[src/rtl/dmem_stall_pkg.sv]
// Shared state encodings and access-latency selection for the MEM-stage stall controller.
package dmem_stall_pkg;

  typedef enum logic [1:0] {
    IDLE = 2'd0,
    WAIT = 2'd1,
    DONE = 2'd2
  } stallState_t;

  // A simultaneous load and store is treated as a store.
  function automatic int selLatency(input logic isRead, input logic isWrite,
                                    input int readLat, input int writeLat);
    if (isWrite) return writeLat;
    else if (isRead) return readLat;
    else return 0;
  endfunction

endpackage

[src/rtl/perf_sat_counter.sv]
// Enable-driven incrementing counter that sticks at all-ones.
module perf_sat_counter #(
  parameter int W = 32
) (
  input  logic         clk,
  input  logic         reset,
  input  logic         en,
  output logic [W-1:0] count
);

  always_ff @(posedge clk or posedge reset) begin
    if (reset) count <= '0;
    else if (en && (count != '1)) count <= count + W'(1);
  end

endmodule

[src/rtl/dmem_stall_ctrl.sv]
// MEM-stage data-memory stall generator: fixed-latency or ack handshake with timeout.
//
// state | meaning
// IDLE  | no access in flight; accepts a new load/store
// WAIT  | pipeline frozen; counting latency down (fixed) or waiting for ack (handshake)
// DONE  | access complete; instruction leaves MEM at this edge
module dmem_stall_ctrl
  import dmem_stall_pkg::*;
#(
  parameter int READ_LAT  = 2,
  parameter int WRITE_LAT = 1,
  parameter int USE_ACK   = 0,
  parameter int TIMEOUT   = 64,
  parameter int CNT_W     = 8,
  parameter int PERF_W    = 32
) (
  input  logic              clk,
  input  logic              reset,
  input  logic              mem_read,
  input  logic              mem_write,
  input  logic              kill,
  input  logic              mem_ack,
  input  logic              err_clr,
  output logic              mem_stall,
  output logic              mem_req,
  output logic              mem_done,
  output logic              timeout_err,
  output logic [PERF_W-1:0] stall_cycles
);

  localparam logic [CNT_W-1:0] TIMEOUT_LAST = CNT_W'(TIMEOUT - 1);

  stallState_t      state, stateNext;
  logic [CNT_W-1:0] cnt, cntNext, accLat;
  logic             req, errSet;

  assign req    = mem_read | mem_write;
  assign accLat = CNT_W'(selLatency(mem_read, mem_write, READ_LAT, WRITE_LAT));

  always_ff @(posedge clk or posedge reset) begin
    if (reset) begin
      state <= IDLE;
      cnt   <= '0;
    end else begin
      state <= stateNext;
      cnt   <= cntNext;
    end
  end

  always_comb begin
    stateNext = state;
    cntNext   = cnt;
    mem_stall = 1'b0;
    mem_req   = 1'b0;
    mem_done  = 1'b0;
    errSet    = 1'b0;
    if (kill) begin
      stateNext = IDLE;
      cntNext   = '0;
    end else begin
      case (state)
        IDLE: begin
          if (req) begin
            if (USE_ACK != 0) begin
              mem_stall = 1'b1;
              mem_req   = 1'b1;
              cntNext   = '0;
              stateNext = mem_ack ? DONE : WAIT;
            end else if (accLat == '0) begin
              mem_done = 1'b1;
            end else begin
              mem_stall = 1'b1;
              mem_req   = 1'b1;
              cntNext   = accLat - CNT_W'(1);
              stateNext = (accLat == CNT_W'(1)) ? DONE : WAIT;
            end
          end
        end
        WAIT: begin
          mem_stall = 1'b1;
          if (USE_ACK != 0) begin
            cntNext = cnt + CNT_W'(1);
            // An ack arriving on the timeout cycle still counts as a clean completion.
            if (mem_ack) begin
              stateNext = DONE;
            end else if (cnt == TIMEOUT_LAST) begin
              stateNext = DONE;
              errSet    = 1'b1;
            end
          end else begin
            cntNext = cnt - CNT_W'(1);
            if (cnt == CNT_W'(1)) stateNext = DONE;
          end
        end
        DONE: begin
          mem_done  = 1'b1;
          stateNext = IDLE;
        end
        default: stateNext = IDLE;
      endcase
    end
  end

  always_ff @(posedge clk or posedge reset) begin
    if (reset) timeout_err <= 1'b0;
    else if (errSet) timeout_err <= 1'b1;
    else if (err_clr) timeout_err <= 1'b0;
  end

  perf_sat_counter #(.W(PERF_W)) uPerf (
    .clk   (clk),
    .reset (reset),
    .en    (mem_stall),
    .count (stall_cycles)
  );

endmodule

[config.mk]
export PLATFORM = sky130hd
export DESIGN_NAME = dmem_stall_ctrl
export DESIGN_NICKNAME = d
export VERILOG_FILES = /design/src/rtl/dmem_stall_pkg.sv /design/src/rtl/perf_sat_counter.sv /design/src/rtl/dmem_stall_ctrl.sv
export SDC_FILE = /design/constraint.sdc
export NUM_CORES = 1
export LEC_CHECK = 0
export BUFFER_PORTS_ARGS = -buffer_cell sky130_fd_sc_hd__buf_4
export CORE_UTILIZATION = 45
export CTS_CLUSTER_SIZE = 28
export DETAILED_ROUTE_END_ITERATION = 12
export PLACE_DENSITY = 0.67
export SYNTH_ARGS = -nofsm -noshare
export SYNTH_HDL_FRONTEND = slang
export SYNTH_HIERARCHICAL = 1
export SYNTH_SLANG_ARGS = --single-unit
[constraint.sdc]
create_clock -name clk -period 5.13 [get_ports clk]
set_input_delay 0.7695 -clock clk [delete_from_list [all_inputs] [get_ports clk]]
set_output_delay 0.7695 -clock clk [all_outputs]
set_load 0.005 [all_outputs]
==> results.md, run 1 <==
* Result of the run: complete, no violations
* EDFF count, synth at 0
* Number of buffers added for setup after CTS at 0
* Final wirelength at 4272 µm
* NumNets Final at 258
* Leak at 1.233 nW
* Register share of total power at 54.2%
* Clock tree from TritonCTS: done
* Die boundary width at 71.82 µm
* Critical Path Source Type: flop
* CP peak stage delay at 0.56 ns
* Worst path required time at 5.31 ns
* Source-to-sink clock delay at the later pin of the worst-skew pair at 0.29 ns
* Count of final max-slew check failures at 0
* Inserted Clock Buffers at 5
* Distinct cells, synth at 48
* Commonest non-fill, non-tap cell in the layout: dfrtp_1
* Most frequent cell on the critical path: nor3_1
* YS warnings at 6
* Critical path peak fanout at 11
* Tcrit/Tclk final at 50.66%
* Clk sinks at 42
* Pwr dens at 288.0 mW/mm²
* Routed wire per std cell at 14.15 µm
* Maximum VDD drop at 0.1360 mV
* Internal Pwr Total at about 0.53 mW
* R2r setup slk at 2.53 ns
* Power share of the clock group at 26.6%
* Antenna Nets Post-Route at 0
* Tightest Pin Transition at 0.8586 ns
* First-pass GRT wire length at 7113 µm
* Maximum number of pins on one net before global-route repair at 33
* Effective utilization at floorplan at between 40% and 50%
* Endpoint of the most critical register-to-register path: uPerf/count[31]
* Total global routing overflow at 0
* Upper clock frequency limit at ~380 MHz
* Die area at 0.005157 mm²
* Arr. time, crit path at 2.78 ns
* Number of max-capacitance violations reported at 0
* Inserted Diodes at 0
* Most congested layer reported by global routing: met2
* Number of register bits inferred by synthesis at between 40 and 50
* Antenna violations before repair at 0
* Logic gate share of total power at 19.2%
* Global placer's final weighted congestion at 0.7651
* Detailed-route DRC error count at 0
* Number of cells on the worst reg-to-reg path at 8
* Detailed placer's ending HPWL at 2997 µm
* Crit-path leading delay family: simple AND/OR/NAND/NOR gates
* Via count of the first global-routing pass at 1584
* Met1 Resource Use GR at 22.27%
* Mean area per synthesized cell at 10.54 µm²
* Net Count, Synth at roughly 220
* Clock transition time at the flip-flop clock pins of the worst setup and hold paths at 0.08 ns
* Clock tree root driver cell: clkbuf_8
* Via density per instance at between 5 and 6
* Origin of the worst setup path: state[0]
* Total stage count of the critical path at 8
* Setup Total Neg Slack at 0 ns
* Minimum clock period after layout at between 2 and 3 ns
* Worst relative slew slack at ~42%
* Fraction of the yosys area taken by sequential cells at 47.92%
* Startpoint of the lowest-slack register-to-register path: state[0]
* Cts repair resizes at 0
* I/O Buffers at 39
* Cell-by-cell listing of the critical path: nor3_1 > nor3_1 > buf_4 > nand3_1 > or4_4 > a311oi_4 > nand4_1 > xnor2_1
* Count of hold buffers inserted by post-cts repair at 0
* Met2 Track Usage GR at 28.83%
* WP buf/inv at 1
* Worst clock skew at about 0.0077 ns
* Total via count after detailed routing at 1733
* Area growth, synth to finish at 18.65%
* Global routing usage summed across all routing layers at approximately 18%
* Syn Inst Count at roughly 210
* Number of top-level pins at 43
* Number of violations reported at the end of detailed-routing iteration 0 at 109
* Post-layout total power at around 0.75 mW
* Hold Fails Final Rpt at 0
* Vertical extent of the die at 71.82 µm
* Ys async rst share at 100.0%
* RSZ-0062 raised after global routing: false
* H-tree lvl count at 2
* Area of the mapped netlist at 0.002193 mm²
* Number of failing setup endpoints in the final timing report at 0
* Standard cell core area at 0.004692 mm²
* DRT Pass-1 Iters at 4
* Row count at 25
* Hold crit path type: input port to async pin
* Buffer depth of the longest clock path at 2
* Cell with the largest stage delay on the worst path: a311oi_4
* Net switching component of the power at between 0.2 and 0.25 mW
* Share of layout cells above drive strength 1 at 24.19%
* Path type of the worst setup path: flop to flop
* Met3 layer usage reported by global route at roughly 5.3%
* Total of fill cells in the finished design at 435
* Critical Path Sink Type: flop
* Main flop type after synthesis: dfrtp_1
* End point of the critical path: uPerf/count[31]
* Switching share of power at 28.67%
* Most frequent cells in the layout: dfrtp_1, buf_4, xnor2_1
==> synth_stat cells (all sizes together) (3+ instances only) <==
cell | count | area (µm²)
buf | 4 | 28.78
clkbuf | 4 | 16.26
nand4 | 12 | 81.33
dfrtp | 42 | 1051
nor4 | 3 | 33.78
ha | 3 | 37.54
and3 | 12 | 75.07
nand3 | 22 | 110.1
xnor2 | 26 | 227.7
inv | 8 | 30.03
nor3 | 9 | 45.04
o21ai | 4 | 20.02
nand2 | 8 | 32.54
nor2 | 10 | 37.54
a21oi | 5 | 25.02
==> per-stage QoR <==
| stage | instances | hold WS (ns) | cell area (µm²) | setup slack, ns | utilization (%) |
|---|---|---|---|---|---|
| after global routing | 302 | 0.4986 | 2603 | 2.328 | 55.47 |
| final | 302 | 0.4615 | 2603 | 2.531 | 55.47 |
| after detailed placement | 295 | 0.4870 | 2524 | 2.233 | 53.79 |
| after CTS | 302 | 0.4751 | 2603 | 2.530 | 55.47 |
| after floorplan | 208 | 0.4816 | 2193 | 2.491 | - |
| after global placement | 295 | 0.4853 | 2524 | 2.255 | 53.79 |
==> per-layer routing <==
metal  wire [µm]  vias to the layer above
li1            -                      836
met1        2024                      853
met2        2006                       40
met3         194                        4
met4          46                        0
met5           0                        -
==> logic make-up (layout without fill, tap and decap cells) <==
logic type	Yosys count	count (layout)	synth area share, %
buf+inv	16	56	3.423
flops	42	42	47.92
fa+ha+maj	3	3	1.712
compound gates	28	28	11.30
other cells	1	1	0.1710
simple gates	88	88	23.33
mux	2	2	0.9697
xor+xnor	28	28	11.18
==> flip-flops by register name, summed over array words and instances (netlist names) <==
register	cells
uPerf/count	32
state	2
cnt	8
==> layout make-up <==
type	count	area, µm²	share of cell area, %
Clock buffer	5	68.82	2.644
Multi-Input combinational cell	150	1067	41.01
Sequential cell	42	1051	40.38
Clock inverter	2	10.01	0.3846
Tap cell	54	67.56	2.596
Inverter	8	30.03	1.154
Timing Repair Buffer	41	307.8	11.83
==> how the worst min path moves through the flow <==
stage | from | slack (ns) | end | cells after the start
after floorplan | uPerf/count[10] | 0.48 | uPerf/count[10] | 1
after global placement | uPerf/count[10] | 0.49 | uPerf/count[10] | 1
after detailed placement | uPerf/count[10] | 0.49 | uPerf/count[10] | 1
after CTS | reset | 0.48 | cnt[6] | 2
after global routing | reset | 0.50 | cnt[7] | 2
final | reset | 0.46 | cnt[6] | 2
==> power groups by stage <==
stage          Sequential [mW]  Combinational (mW)  Clock [mW]
6_report                 0.406               0.144       0.200
5_1_grt                  0.413               0.161       0.218
4_1_cts                  0.407               0.146       0.206
3_5_place_dp             0.413               0.146           0
3_3_place_gp             0.412               0.143           0
2_1_floorplan            0.404              0.0907           0
Note: power is estimated with default switching activity, not from simulation.
==> run 2, diff against run 1 <==
==> constraint.sdc (replaced) <==
create_clock -name clk -period 2.5 [get_ports clk]
set_input_delay 0.375 -clock clk [delete_from_list [all_inputs] [get_ports clk]]
set_output_delay 0.375 -clock clk [all_outputs]
set_load 0.005 [all_outputs]
==> results.md, run 2 (synthesis results as in run 1) <==
* Result of the run: complete, no violations
* Wire length on met1 at 1924 µm
* Total via count after detailed routing at 1712
* Final cell utilization of the core at 57.63%
* Register share of total power at ~47%
* Detailed route wirelength on metal2 at 2160 µm
* Total global routing overflow at 0
* Cts repair resizes at 0
* Number of max-capacitance violations reported at 0
* Number of buffers added for setup after CTS at 0
* Total of fill cells in the finished design at just over 400
* Net switching component of the power at 0.4416 mW
* Largest regs: uPerf/count x32, cnt x8, state x2
* Path type of the worst setup path: flop to flop
* Arr. time, crit path at 2.34 ns
* Hold crit path type: input port to async pin
* Global routing usage summed across all routing layers at approximately 18%
* Minimum clock period after layout at ~2.2 ns
* Worst path required time at 2.68 ns
* Maximum VDD drop at 0.3533 mV
* Effective utilization at floorplan at a little under half
* Count of final max-slew check failures at 0
* Inserted Clock Buffers at 5
* Sequential standard cell area at 0.001051 mm²
* Number of violations reported at the end of detailed-routing iteration 0 at 97
* Switching share of power at 24.81%
* Global placer's final weighted congestion at 0.8038
* Tcrit/Tclk final at 86.37%
* Top Layer Used: met4
* Power share of the clock group at a little over a third
* Post-layout total power at between 1.5 and 2 mW
* Source-to-sink clock delay at the later pin of the worst-skew pair at 0.29 ns
* Maximum number of pins on one net before global-route repair at 33
* Setup WS post-layout at 0.3407 ns
* Inserted Diodes at 0
* Standard cell core area at 0.004692 mm²
* Die area at about 0.0052 mm²
* Most frequent cells in the layout: buf_4, dfrtp_1, xnor2_1
* I/O Buffers at 39
* Multi-input logic area at 0.001067 mm²
* Tightest Pin Transition at approximately 0.66 ns
* Count of hold buffers inserted by post-cts repair at 0
* Amount of wire on met3 after detailed routing at 176 µm
* Critical path peak fanout at 10
* NumNets Final at around 260
* Vertical extent of the die at 71.82 µm
* Worst clock skew at 0.001677 ns
* H-tree lvl count at 2
* Number of cells on the worst reg-to-reg path at 7
* Critical Path Source Type: flop
* Setup Total Neg Slack at 0 ns
* Area growth, synth to finish at 23.27%
* Register with the highest flop count: uPerf/count
* Upper clock frequency limit at roughly 460 MHz
* Buffer depth of the longest clock path at 2
* Logic gate share of total power at 17.0%
* Antenna violations before repair at 0
* Clock transition time at the flip-flop clock pins of the worst setup and hold paths at 0.08 ns
* Setup WS pre-CTS at ~0.20 ns
* Clk sinks at 42
* DRT Pass-1 Iters at 4
* Die boundary width at 71.82 µm
* Via count of the first global-routing pass at 1614
* Commonest non-fill, non-tap cell in the layout: buf_4
* Antenna Nets Post-Route at 0
* Startpoint of the lowest-slack register-to-register path: state[1]
* Hold Fails Final Rpt at 0
* Internal Pwr Total at 1.338 mW
* Routed wire per std cell at ~14 µm
* Critical Path Sink Type: flop
* Endpoint of the most critical register-to-register path: uPerf/count[23]
* Clock tree root driver cell: clkbuf_8
* Leak at around 1.3 nW
* Share of layout cells above drive strength 1 at 25.98%
* Detailed-route DRC error count at 0
* RSZ-0062 raised after global routing: false
* Final wirelength at between 4000 and 5000 µm
* Number of failing setup endpoints in the final timing report at 0
* R2r setup slk at 0.34 ns
* Row count at 25
* Worst relative slew slack at between 50% and 60%
* Pwr dens at 658.2 mW/mm²
* Detailed placer's ending HPWL at 3180 µm
* Clock tree from TritonCTS: done
* First-pass GRT wire length at 7320 µm
* Max reg flops at 32
* Via density per instance at 5.558
* Number of top-level pins at between 40 and 50
-- run 2: how the worst max path moves through the flow --
| stage | depth (start not counted) | from | end | slack, ns |
|---|---|---|---|---|
| 2_1_floorplan | 9 | state[0] | uPerf/count[31] | 0.12 |
| 3_3_place_gp | 9 | mem_write | uPerf/count[23] | 0.22 |
| 3_5_place_dp | 9 | mem_write | uPerf/count[23] | 0.20 |
| 4_1_cts | 7 | state[1] | uPerf/count[23] | 0.33 |
| 5_1_grt | 8 | state[0] | uPerf/count[21] | 0.17 |
| 6_report | 7 | state[1] | uPerf/count[23] | 0.34 |
-- run 2: power groups by stage --
stage / Combinational (mW) / Sequential [mW] / Clock, mW
6_report: 0.302 / 0.828 / 0.650
5_1_grt: 0.340 / 0.843 / 0.687
4_1_cts: 0.306 / 0.829 / 0.671
3_5_place_dp: 0.305 / 0.842 / 0
3_3_place_gp: 0.300 / 0.841 / 0
2_1_floorplan: 0.186 / 0.829 / 0
-- run 2: metrics by stage --
stage	instances	hold slack, ns	instance area [µm²]
after floorplan	208	0.2152	2193
final	308	0.07633	2704
after global placement	300	0.4027	2561
after CTS	308	0.09034	2704
after global routing	308	0.1094	2704
after detailed placement	300	0.4001	2561
-- run 2: final cells by class --
cell class | instances | share of cell area [%]
multi-input combinational | 150 | 39.47
sequential | 42 | 38.87
timing repair buffer | 46 | 12.77
clock buffer | 6 | 3.054
tap | 54 | 2.499
clock inverter | 2 | 2.221
inverter | 8 | 1.111
-- run 2: worst max-delay path, stage by stage, from the launching register on --
cell,delay (ns)
dfrtp_1,0.38
nor3_1,0.32
nand3_1,0.15
or4_4,0.44
a311oi_4,0.26
buf_4,0.22
nand4_1,0.13
xnor2_1,0.15
-- run 2: routing by layer --
metal,GRT usage [%],vias up
li1,-,843
met1,22.80,824
met5,0,-
met4,7.625,0
met2,30.50,40
met3,3.657,5
==> run 3, diff against run 2 <==
--- a/config.mk
+++ b/config.mk
@@ -9,7 +9,7 @@
 export CORE_UTILIZATION = 45
 export CTS_CLUSTER_SIZE = 28
 export DETAILED_ROUTE_END_ITERATION = 12
-export PLACE_DENSITY = 0.67
+export PLACE_DENSITY = 0.66
 export SYNTH_ARGS = -nofsm -noshare
 export SYNTH_HDL_FRONTEND = slang
 export SYNTH_HIERARCHICAL = 1
==> results.md, run 3 (synthesis results as in run 1) <==
* Result of the run: complete, no violations
* Register with the highest flop count: uPerf/count
* Row count at 25
* Non-filler instance count after layout at between 300 and 400
* Inserted Clock Buffers at 5
* Worst path required time at 2.67 ns
* Number of violations reported at the end of detailed-routing iteration 0 at 73
* Total via count after detailed routing at 1742
* RSZ-0062 raised after global routing: false
* Leak at 1.263 nW
* Share of layout cells above drive strength 1 at 25.59%
* Critical Path Sink Type: flop
* Arr. time, crit path at between 2 and 2.5 ns
* Minimum clock period after layout at approximately 2.2 ns
* Maximum number of pins on one net before global-route repair at 33
* Critical path peak fanout at 10
* DRT Pass-1 Iters at 4
* Effective utilization at floorplan at between 40% and 50%
* I/O Buffers at 39
* Count of hold buffers inserted by post-cts repair at 0
* Final wirelength at 4268 µm
* Die area at 0.005157 mm²
* Inserted Diodes at 0
* Most frequent cells in the layout: buf_4, dfrtp_1, xnor2_1
* Via density per instance at 5.656
* Hold Fails Final Rpt at 0
* Global routing usage summed across all routing layers at 17.72%
* Global placer's final weighted congestion at 0.8112
* Number of cells on the worst reg-to-reg path at 7
* Clock transition time at the flip-flop clock pins of the worst setup and hold paths at 0.08 ns
* H-tree lvl count at 2
* Count of final max-slew check failures at 0
* Path type of the worst setup path: flop to flop
* Clk sinks at 42
* Multi-input logic area at 0.001067 mm²
* Final Cell Area at roughly 0.0027 mm²
* Number of max-capacitance violations reported at 0
* Antenna Nets Post-Route at 0
* Number of failing setup endpoints in the final timing report at 0
* Setup Total Neg Slack at 0 ns
* Max reg flops at 32
* Final cell utilization of the core at 56.53%
* Buffer depth of the longest clock path at 2
* Total global routing overflow at 0
* Standard cell core area at ~0.0047 mm²
* Clock tree root driver cell: clkbuf_8
* Source-to-sink clock delay at the later pin of the worst-skew pair at 0.28 ns
* NumNets Final at between 200 and 300
* Worst-case hold slack at around 0.090 ns
* Die boundary width at 71.82 µm
* Total of fill cells in the finished design at 427
* Sequential standard cell area at 0.001051 mm²
* Post-layout total power at 1.570 mW
* Pwr dens at 591.8 mW/mm²
* Worst relative slew slack at 56.57%
* Maximum VDD drop at 0.3240 mV
* Worst clock skew at 0.004922 ns
* Largest regs: uPerf/count x32, cnt x8, state x2
* Tcrit/Tclk final at 86.71%
* Clock tree from TritonCTS: done
* Detailed-route DRC error count at 0
* Cts repair resizes at 0
* Detailed placer's ending HPWL at around 3100 µm
* Hold crit path type: input port to async pin
* Number of buffers added for setup after CTS at 0
* Vertical extent of the die at 71.82 µm
* Cell with the largest stage delay on the worst path: or4_4
* Placed Instances at 300
* Setup WS pre-CTS at ~0.18 ns
* Commonest non-fill, non-tap cell in the layout: buf_4
* Antenna violations before repair at 0
* Cell Area, Placed at 0.002561 mm²
* Routed wire per std cell at 13.86 µm
* Via count of the first global-routing pass at 1605
* CP peak stage delay at between 0.4 and 0.5 ns
* Area growth, synth to finish at 20.94%
* Critical Path Source Type: flop
* Tightest Pin Transition at 0.6491 ns
* First-pass GRT wire length at roughly 7200 µm
* Number of top-level pins at 43
* Setup WS post-layout at 0.3323 ns
* Upper clock frequency limit at 461.3 MHz
* Cell-by-cell listing of the critical path: nor3_1 > nand3_1 > or4_4 > a311oi_4 > buf_4 > nand4_1 > xnor2_1
-- run 3: layout make-up --
type | instances | area share [%]
inverter | 8 | 1.132
clock inverter | 1 | 0.1887
multi-input combinational | 150 | 40.24
sequential | 42 | 39.62
clock buffer | 7 | 3.255
tap | 54 | 2.547
timing repair buffer | 46 | 13.02
-- run 3: worst max-delay path: cells and delay by family, from the launching register on --
kind / cells / cell delay, ns
flops: 1 / 0.38
simple gates: 4 / 1.05
buf+inv: 1 / 0.22
xor+xnor: 1 / 0.15
compound gates: 1 / 0.26
-- run 3: final timing paths --
check	from	to	slack, ns
min in group clk	kill	cnt[2]	0.30
min reg2reg	uPerf/count[23]	uPerf/count[23]	0.50
max in group asynchronous	reset	uPerf/count[2]	2.02
max reg2reg	state[1]	uPerf/count[23]	0.33
max	state[1]	uPerf/count[23]	0.33
min	reset	cnt[4]	0.09
-- run 3: power breakdown --
group	switching, mW	total [mW]	internal (mW)
registers	0.0864	0.830	0.744
clock network	0.216	0.439	0.223
logic	0.133	0.301	0.169
-- run 3: routing by layer --
layer	track usage (%)	up-vias	part of all wire [%]
met1	22.04	866	46
li1	-	846	-
met2	30.92	28	50
met5	0	-	0
met3	3.376	2	3.3
met4	5.882	0	0.63
